`config.mk`:
```
export PLATFORM = sky130hd
export DESIGN_NAME = bch_syndrome_unit
export DESIGN_NICKNAME = d
export VERILOG_FILES = /design/src/rtl/bch_pkg.sv /design/src/rtl/bch_gf_mul.sv /design/src/rtl/bch_syndrome_unit.sv
export SDC_FILE = /design/constraint.sdc
export NUM_CORES = 1
export LEC_CHECK = 0
export CORE_ASPECT_RATIO = 0.8
export CORE_UTILIZATION = 46
export CTS_BUF_LIST = sky130_fd_sc_hd__clkbuf_16
export CTS_CLUSTER_DIAMETER = 200
export DETAILED_ROUTE_END_ITERATION = 12
export PLACE_DENSITY = 0.79
export RECOVER_POWER = 50
export SLEW_MARGIN = 20
export SYNTH_ARGS = -nofsm -noshare
export SYNTH_HDL_FRONTEND = slang
export SYNTH_SLANG_ARGS = --single-unit
export TNS_END_PERCENT = 50
```
`constraint.sdc`:
```
create_clock -name clk -period 1.6 [get_ports clk]
set_input_delay 0.32 -clock clk [delete_from_list [all_inputs] [get_ports clk]]
set_output_delay 0.32 -clock clk [all_outputs]
set_load 0.01 [all_outputs]
```
`src/rtl/bch_pkg.sv`:
```
// Shared GF(2^M) arithmetic, default code parameters and FSM state type for the
// BCH syndrome unit. Field helpers operate on GF_MAX_W-bit containers (M < GF_MAX_W).
package bch_pkg;

  localparam int         DEF_M         = 4;
  localparam int         DEF_N         = 15;
  localparam int         DEF_T         = 2;
  localparam logic [4:0] DEF_PRIM_POLY = 5'b10011;
  localparam int         GF_MAX_W      = 16;

  typedef enum logic [1:0] {
    IDLE,
    ACCUM,
    SQUARE,
    DONE
  } bch_state_t;

  // Shift-and-add multiply, reducing after every shift so r stays below 2^m.
  function automatic logic [GF_MAX_W-1:0] gf_mul(input logic [GF_MAX_W-1:0] a,
                                                 input logic [GF_MAX_W-1:0] b,
                                                 input logic [GF_MAX_W:0]   poly,
                                                 input int                  m);
    logic [GF_MAX_W:0] r;
    r = '0;
    for (int i = GF_MAX_W - 1; i >= 0; i--) begin
      if (i < m) begin
        r = r << 1;
        if (r[m]) r = r ^ poly;
        if (b[i]) r = r ^ {1'b0, a};
      end
    end
    return r[GF_MAX_W-1:0];
  endfunction

  function automatic logic [GF_MAX_W-1:0] gf_alpha_pow(input int                j,
                                                       input logic [GF_MAX_W:0] poly,
                                                       input int                m);
    logic [GF_MAX_W-1:0] r;
    int                  e;
    e = j % ((1 << m) - 1);
    r = GF_MAX_W'(1);
    for (int i = 0; i < e; i++) r = gf_mul(r, GF_MAX_W'(2), poly, m);
    return r;
  endfunction

endpackage

```
`src/rtl/bch_gf_mul.sv`:
```
// Combinational GF(2^M) multiplier; thin wrapper around bch_pkg::gf_mul so the
// syndrome datapath can instantiate one per constant or squaring product.
module bch_gf_mul
  import bch_pkg::*;
#(
  parameter int         M         = DEF_M,
  parameter logic [M:0] PRIM_POLY = DEF_PRIM_POLY
) (
  input  logic [M-1:0] a_i,
  input  logic [M-1:0] b_i,
  output logic [M-1:0] p_o
);

  localparam logic [GF_MAX_W:0] POLY_EXT = (GF_MAX_W + 1)'(PRIM_POLY);

  logic [GF_MAX_W-1:0]   aExt;
  logic [GF_MAX_W-1:0]   bExt;
  logic [GF_MAX_W-1:0]   prod;
  logic [GF_MAX_W-M-1:0] unusedHi;

  always_comb begin
    aExt          = '0;
    bExt          = '0;
    aExt[M-1:0]   = a_i;
    bExt[M-1:0]   = b_i;
    prod          = gf_mul(aExt, bExt, POLY_EXT, M);
  end

  // Reduction guarantees the upper bits are zero; only the field element is used.
  assign {unusedHi, p_o} = prod;

endmodule

```
`src/rtl/bch_syndrome_unit.sv`:
```
// Bit-serial BCH syndrome calculator (Horner evaluation of r(alpha^j), j=1..2T).
// Define BCH_SYND_SQUARE_EN to keep only odd accumulators and derive even ones by squaring.
module bch_syndrome_unit
  import bch_pkg::*;
#(
  parameter int         M         = DEF_M,
  parameter int         N         = DEF_N,
  parameter int         T         = DEF_T,
  parameter logic [M:0] PRIM_POLY = DEF_PRIM_POLY
) (
  input  logic             clk,
  input  logic             rst,
  input  logic             start,
  input  logic             bit_valid,
  input  logic             bit_data,
  output logic             bit_ready,
  output logic             synd_valid,
  input  logic             synd_ready,
  output logic [2*T*M-1:0] synd_data,
  output logic             synd_zero,
  output logic             busy
);

  localparam int                NS       = 2 * T;
  localparam int                CNT_W    = (N > 1) ? $clog2(N) : 1;
  localparam logic [CNT_W-1:0]  LAST_CNT = CNT_W'(N - 1);
  localparam logic [GF_MAX_W:0] POLY_EXT = (GF_MAX_W + 1)'(PRIM_POLY);

  bch_state_t       state_q;
  logic [CNT_W-1:0] bitCnt_q;
  logic [M-1:0]     acc_q   [NS];
  logic [M-1:0]     acc_d   [NS];
  logic [M-1:0]     final_v [NS];
  logic             bit_ready_q;
  logic             synd_valid_q;
  logic             synd_zero_q;
  logic             busy_q;
  logic             accept;
  logic             finalZero;

  assign accept = (state_q == ACCUM) && bit_valid && bit_ready_q;

  for (genvar k = 0; k < NS; k++) begin : gHorner
    localparam logic [GF_MAX_W-1:0] ALPHA_FULL = gf_alpha_pow(k + 1, POLY_EXT, M);
    logic [M-1:0] prod;
`ifdef BCH_SYND_SQUARE_EN
    if (k % 2 == 0) begin : gMul
      bch_gf_mul #(.M(M), .PRIM_POLY(PRIM_POLY)) uMul (
        .a_i(acc_q[k]), .b_i(ALPHA_FULL[M-1:0]), .p_o(prod));
      assign acc_d[k] = prod ^ M'(bit_data);
    end else begin : gHold
      assign prod     = '0;
      assign acc_d[k] = acc_q[k];
    end
`else
    bch_gf_mul #(.M(M), .PRIM_POLY(PRIM_POLY)) uMul (
      .a_i(acc_q[k]), .b_i(ALPHA_FULL[M-1:0]), .p_o(prod));
    assign acc_d[k] = prod ^ M'(bit_data);
`endif
    assign synd_data[k*M +: M] = acc_q[k];
  end

`ifdef BCH_SYND_SQUARE_EN
  logic [M-1:0] sqFinal [T];

  // S_2i = S_i^2; even S_i comes from the lower squaring stage in the same cycle.
  for (genvar i = 1; i <= T; i++) begin : gSquare
    logic [M-1:0] base;
    logic [M-1:0] sq;
    if (i % 2 == 1) begin : gOdd
      assign base = acc_q[i-1];
    end else begin : gEven
      assign base = gSquare[i/2].sq;
    end
    bch_gf_mul #(.M(M), .PRIM_POLY(PRIM_POLY)) uSq (.a_i(base), .b_i(base), .p_o(sq));
    assign sqFinal[i-1] = sq;
  end
`endif

  always_comb begin
    finalZero = 1'b1;
    for (int k = 0; k < NS; k++) begin
`ifdef BCH_SYND_SQUARE_EN
      final_v[k] = (k % 2 == 0) ? acc_q[k] : sqFinal[k/2];
`else
      final_v[k] = acc_d[k];
`endif
      if (final_v[k] != '0) finalZero = 1'b0;
    end
  end

  always_ff @(posedge clk or posedge rst) begin
    if (rst) begin
      state_q      <= IDLE;
      bitCnt_q     <= '0;
      bit_ready_q  <= 1'b0;
      synd_valid_q <= 1'b0;
      synd_zero_q  <= 1'b0;
      busy_q       <= 1'b0;
      for (int k = 0; k < NS; k++) acc_q[k] <= '0;
    end else begin
      case (state_q)
        IDLE: begin
          if (start) begin
            for (int k = 0; k < NS; k++) acc_q[k] <= '0;
            bitCnt_q    <= '0;
            state_q     <= ACCUM;
            bit_ready_q <= 1'b1;
            busy_q      <= 1'b1;
            synd_zero_q <= 1'b0;
          end
        end
        ACCUM: begin
          if (accept) begin
            for (int k = 0; k < NS; k++) acc_q[k] <= acc_d[k];
            bitCnt_q <= bitCnt_q + CNT_W'(1);
            if (bitCnt_q == LAST_CNT) begin
              bit_ready_q <= 1'b0;
`ifdef BCH_SYND_SQUARE_EN
              state_q <= SQUARE;
`else
              state_q      <= DONE;
              synd_valid_q <= 1'b1;
              synd_zero_q  <= finalZero;
`endif
            end
          end
        end
`ifdef BCH_SYND_SQUARE_EN
        SQUARE: begin
          for (int i = 0; i < T; i++) acc_q[2*i+1] <= sqFinal[i];
          state_q      <= DONE;
          synd_valid_q <= 1'b1;
          synd_zero_q  <= finalZero;
        end
`endif
        DONE: begin
          if (synd_ready) begin
            state_q      <= IDLE;
            synd_valid_q <= 1'b0;
            busy_q       <= 1'b0;
          end
        end
        default: state_q <= IDLE;
      endcase
    end
  end

  assign bit_ready  = bit_ready_q;
  assign synd_valid = synd_valid_q;
  assign synd_zero  = synd_zero_q;
  assign busy       = busy_q;

endmodule

```
==> reports/metrics.cfg, run 1 <==
[run_status]
outcome=completed

[power_and_ir_drop]
internal_power_mw=2.030
pwr-share-clk_pct=17.1
p_sw_share_pct=36.20
p_sw_mw=1.152
comb_power_share_pct=44.9
peakVddDrop_mv=1.275
power.share.sequential_pct=38.0
finalPower_mw=3.182
p_per_area_mw_per_mm2=1748
leakage_nw=0.8223

[placed_design]
placed_cells=212
dpl.hpwl_mm=2.109
gp_congestion=0.7597
place_ws_ns=-0.4181
port_buffers=25
placed_area_mm2=0.001720

[floorplan]
die-area_mm2=0.003120
core_mm2=0.002765
die_y_um=50.16
initial_core_util_pct=48.24
num_rows=17
die_w_um=62.20
io_pins=26

[timing]
drv_slew=0
period_minus_slack_ns=1.568
setup_slack_ns=0.03240
setup_viol=0
period_share_pct=97.97
worst_slew_pin_slew_ns=0.6349
hold_violations=0
rsz0062_at_grt=true
skew_ns=0.003337
fmax_mhz=637.9
max_slew_margin_pct=57.67

[logic_synthesis]
synth_top_flop_cell=dfrtp_1
synthArstFlopShare_pct=100.0
synth_area_mm2=0.001334
yosysMostFrequentCell=dfrtp_1
yosysSeqAreaShare_pct=48.78
synth_common_cells=dfrtp_1 (26), nand2_1 (21), o21ai_1 (16), nor2_1 (11), xnor2_1 (7)
synth-edff-count=0
synth_area_leaders=dfrtp_1 (49%), o21ai_1 (6.0%), nand2_1 (5.9%)
syn-num-nets=147
ys_ff_latch=26
yosysWarnings=0
yosys.area.top_type=dfrtp_1
yosysTopAreaCellShare_pct=48.78
syn_inst=139
ys_types=37
syn-mean-instance-area_um2=9.596

[cells_and_area]
layout.cells.non_filler=217
drive_gt1_share_pct=18.99
nets=189
antenna_cells=0
area_growth_pct=36.49
fin_area_mm2=0.001821

[setup_path]
cp-end-kind=output port
path_max_fanout=5
critPathArrivalTime_ns=1.25
crit_family=buffers and inverters
slowest_delay_ns=0.56
crit-reg2reg-launch=synd_data[11]
crit_start=synd_data[4]
timing.reg2reg.setup_slack_ns=0.08
cp.buffers_inverters=1
crit_end=synd_data[4]
slowest_stage=clkdlybuf4s50_1
r2r_cells=4
crit_chain=clkdlybuf4s50_1
start_kind=flip-flop
worst-path-stages=1
worstSetupPathType=reg2out
r2r-end=synd_zero
crit_required_ns=1.28

[routing]
wirelength_mm=2.981
ant_nets=0
via_per_inst=5.406
drt_iter0_markers=29
wl_met2_mm=1.321
wl_per_cell_um=13.74
wl_met1_mm=1.500
wl_met3_um=146
drc=0
vias=1173
top_layer=met4
detailedRoute.firstPassIterationCount=4

[clock_tree]
cts_root_buf=clkbuf_16
cts_max_path_buffers=2
cts_buffers=3
ctsHtreeMaxLevel=1
clock-sinks=26
cts_tree=yes
clk_latency_ns=0.26
clk_pin_slew_ns=0.06

[grt]
grt_pass1_wl_mm=5.078
antenna_found_initial=0
grt_overflow=0
grt_pass1_vias=1118
grt_usage_pct=20.96
grt_max_degree=27

[worst_hold_path]
worstHoldPathType=reg2reg

[run]
maxCapViolCount=0

[per-stage QoR]
stage / hold WS (ns) / TNS (ns) / util (%)
floorplan: 0.3600 / 0 / -
global placement: 0.4743 / -5.811 / 62.22
detailed placement: 0.5060 / -7.203 / 62.22
CTS: 0.4428 / 0 / 65.07
global route: 0.5499 / -0.01943 / 65.84
finish: 0.5198 / 0 / 65.84
[state kept, by name (all words and copies together), names as in the netlist]
name        count
bit_ready       1
synd_data      16
busy            1
state_q         2
synd_zero       1
synd_valid      1
bitCnt_q        4
[cells by family after synthesis]
group / after synthesis / share of synthesized area, %
simple gates: 51 / 19.61
compound gates: 37 / 17.64
buf+inv: 11 / 4.034
xor+xnor: 11 / 7.223
mux: 1 / 0.8442
fa+ha+maj: 2 / 1.876
flops: 26 / 48.78
[worst min path at each step]
stage,start,endpoint,slack [ns],cells after the start
global placement,busy,busy,0.47,2
global route,synd_zero,synd_zero,0.55,2
finish,synd_zero,synd_zero,0.52,2
CTS,rst,synd_data[11],0.44,3
detailed placement,busy,busy,0.51,2
floorplan,rst,bitCnt_q[0],0.36,1
[cells in the final DEF, fill, tap and decap left out, types with 4 or more instances in the layout]
cell type	netlist	final
nor2_1	11	11
buf_4	0	17
xor2_1	4	4
dlygate4sd2_1	0	4
xnor2_1	7	7
a22o_1	4	4
o21ai_1	16	15
o31ai_1	6	6
nand2_1	21	21
dfrtp_1	26	22
dfrtp_2	0	4
clkdlybuf4s50_1	0	16
[power by group through the flow]
stage	sequential, mW	clock (mW)	combinational, mW
floorplan	1.32	0	0.572
global placement	1.19	0	1.36
detailed placement	1.21	0	1.41
CTS	1.21	0.544	1.40
global route	1.25	0.580	1.56
finish	1.21	0.543	1.43
[routing by layer]
layer	up-vias	GRT usage, %
met3	2	5.909
met1	567	29.48
met5	-	0
met4	0	4.264
met2	28	32.60
li1	576	-
[what timing repair did]
item                                    in CTS  in global routing
buffers inserted                             0                  2
pin swaps                                    0                  1
gates resized for setup                      8                  7
endpoints found under the setup margin      24                 14
hold buffers                                 0                  0
[cell type report]
cell class / count / area (um^2)
Fill cell: 228 / 944.7
Sequential cell: 26 / 655.6
Multi-Input combinational cell: 102 / 638.1
Timing Repair Buffer: 44 / 389.1
Clock buffer: 3 / 75.07
Tap cell: 38 / 47.55
Inverter: 4 / 15.01
(Power assumes the default switching activity.)
==> run 2: changes to the inputs <==
PLACE_DENSITY = 0.75   (was 0.79)
==> run 2 against run 1 <==
Compared with the run above: core utilization is essentially flat; fmax grew 0.86%; combinational power barely moved; power down 0.33%; clock skew is 0.0013 ns lower; register-to-register slack is essentially flat; count of clock-buffer cells in the layout is the same; flip-flop and latch count is the same; worst hold slack improved by 0.0041 ns; first-iteration DRC count rose by 86%; cell area hardly changed; critical path type unchanged; critical endpoint is now synd_data[13]; largest power group unchanged; highest routed layer unchanged.
==> reports/metrics.cfg, run 2 (synthesis gave the netlist of run 1 again) <==
[run_status]
outcome=completed

[floorplan]
die-area_mm2=0.003120
initial_core_util_pct=48.24
io_pins=26
die_y_um=50.16
core_mm2=0.002765
die_w_um=62.20
num_rows=17

[grt]
grt_max_degree=27
antenna_found_initial=0
grt_usage_pct=21.16
grt_pass1_wl_mm=5.009
grt_overflow=0
grt_pass1_vias=1092

[power_and_ir_drop]
p_per_area_mw_per_mm2=1743
peakVddDrop_mv=1.227
finalPower_mw=3.171
leakage_nw=0.8073

[placed_design]
placed_area_mm2=0.001728
dpl.hpwl_mm=2.140
placed_cells=213
gp_congestion=0.8084
port_buffers=25

[cells_and_area]
fill_cells=234
regArea_um2=656.9
largest_reg_flops=16
area_growth_pct=36.40
fin_area_mm2=0.001819
multi_input_area_um2=639.4
drive_gt1_share_pct=18.99
layout.cells.non_filler=217
antenna_cells=0
nets=188
final_cell_mix=nand2_1 (21), dfrtp_1 (21), o21ai_1 (15), buf_4 (15), clkdlybuf4s50_1 (13)

[clock_tree]
cts_max_path_buffers=2
clk_latency_ns=0.26
clock-sinks=26
ctsHtreeMaxLevel=1
cts_root_buf=clkbuf_16
clk_pin_slew_ns=0.06
cts_tree=yes
cts_buffers=3

[timing]
hold_violations=0
drv_slew=0
period_share_pct=97.14
setup_viol=0
skew_ns=0.002056
period_minus_slack_ns=1.554
rsz0062_at_grt=true
worst_slew_pin_slew_ns=0.6189
max_slew_margin_pct=58.74
fmax_mhz=643.4

[setup_path]
r2r-end=synd_zero
crit_family=buffers and inverters
cp-end-kind=output port
timing.reg2reg.setup_slack_ns=0.08
crit_chain=clkdlybuf4s50_1
crit-reg2reg-launch=synd_data[3]
slowest_delay_ns=0.56
worstSetupPathType=reg2out
crit_required_ns=1.28
cp.buffers_inverters=1
critPathArrivalTime_ns=1.23
slowest_stage=clkdlybuf4s50_1
r2r_cells=4
path_max_fanout=6
start_kind=flip-flop

[worst_hold_path]
worstHoldEndpoint=busy
min_from=busy
holdPathStages=2
worstHoldPathType=reg2reg

[routing]
detailedRoute.firstPassIterationCount=4
drt_iter0_markers=54
wl_per_cell_um=14.11
ant_nets=0
vias=1173
drc=0
via_per_inst=5.406
wirelength_mm=3.061

[run]
maxCapViolCount=0

## run 2: repair_timing
| action | 4_1_cts | 5_1_grt |
|---|---|---|
| hold buffers | 0 | 0 |
| setup buffers | 0 | 0 |
| setup endpoints to repair | 24 | 10 |
| resized for setup | 8 | 10 |
## run 2: cell type report
| class | instances | share of cell area (%) |
|---|---|---|
| well taps | 38 | 2.613 |
| inverters | 4 | 0.8253 |
| repair buffers | 43 | 20.98 |
| clock inverters | 1 | 0.2063 |
| multi-input cells | 102 | 35.14 |
| clock buffers | 3 | 4.127 |
| flip-flops and latches | 26 | 36.11 |
## run 2: worst max-delay path by stage
stage | from | end | slack, ns | depth (start not counted)
5_1_grt | bit_valid | synd_data[11] | -0.03 | 5
3_3_place_gp | bit_valid | synd_data[11] | -0.34 | 5
4_1_cts | synd_data[9] | synd_data[9] | 0.006 | 2
6_report | synd_data[13] | synd_data[13] | 0.05 | 1
3_5_place_dp | bit_valid | synd_data[9] | -0.42 | 5
2_1_floorplan | synd_data[3] | synd_zero | 0.06 | 4
## run 2: routing by layer
layer	part of all wire, %	track usage (%)	vias to the layer above
li1	-	-	574
met1	48	28.30	557
met2	46	34.98	36
met3	5.3	5.682	6
met4	1.2	4.264	0
met5	0	0	-
## run 2: where the power goes
part	internal, mW	leakage [nW]	total, mW	switching (mW)
logic	0.755	0.457	1.41	0.657
clock network	0.335	0.0385	0.557	0.222
registers	0.922	0.312	1.20	0.281
total	2.01	0.807	3.17	1.16
## run 2: per-stage QoR
step | setup slack (ns) | hold slack, ns | utilization (%) | setup TNS, ns
2_1_floorplan | 0.05576 | 0.3600 | - | 0
3_3_place_gp | -0.3431 | 0.4778 | 62.49 | -6.096
3_5_place_dp | -0.4228 | 0.5024 | 62.49 | -7.357
4_1_cts | 0.005796 | 0.4261 | 65.38 | 0
5_1_grt | -0.03267 | 0.5554 | 65.79 | -0.04421
6_report | 0.04575 | 0.5238 | 65.79 | 0
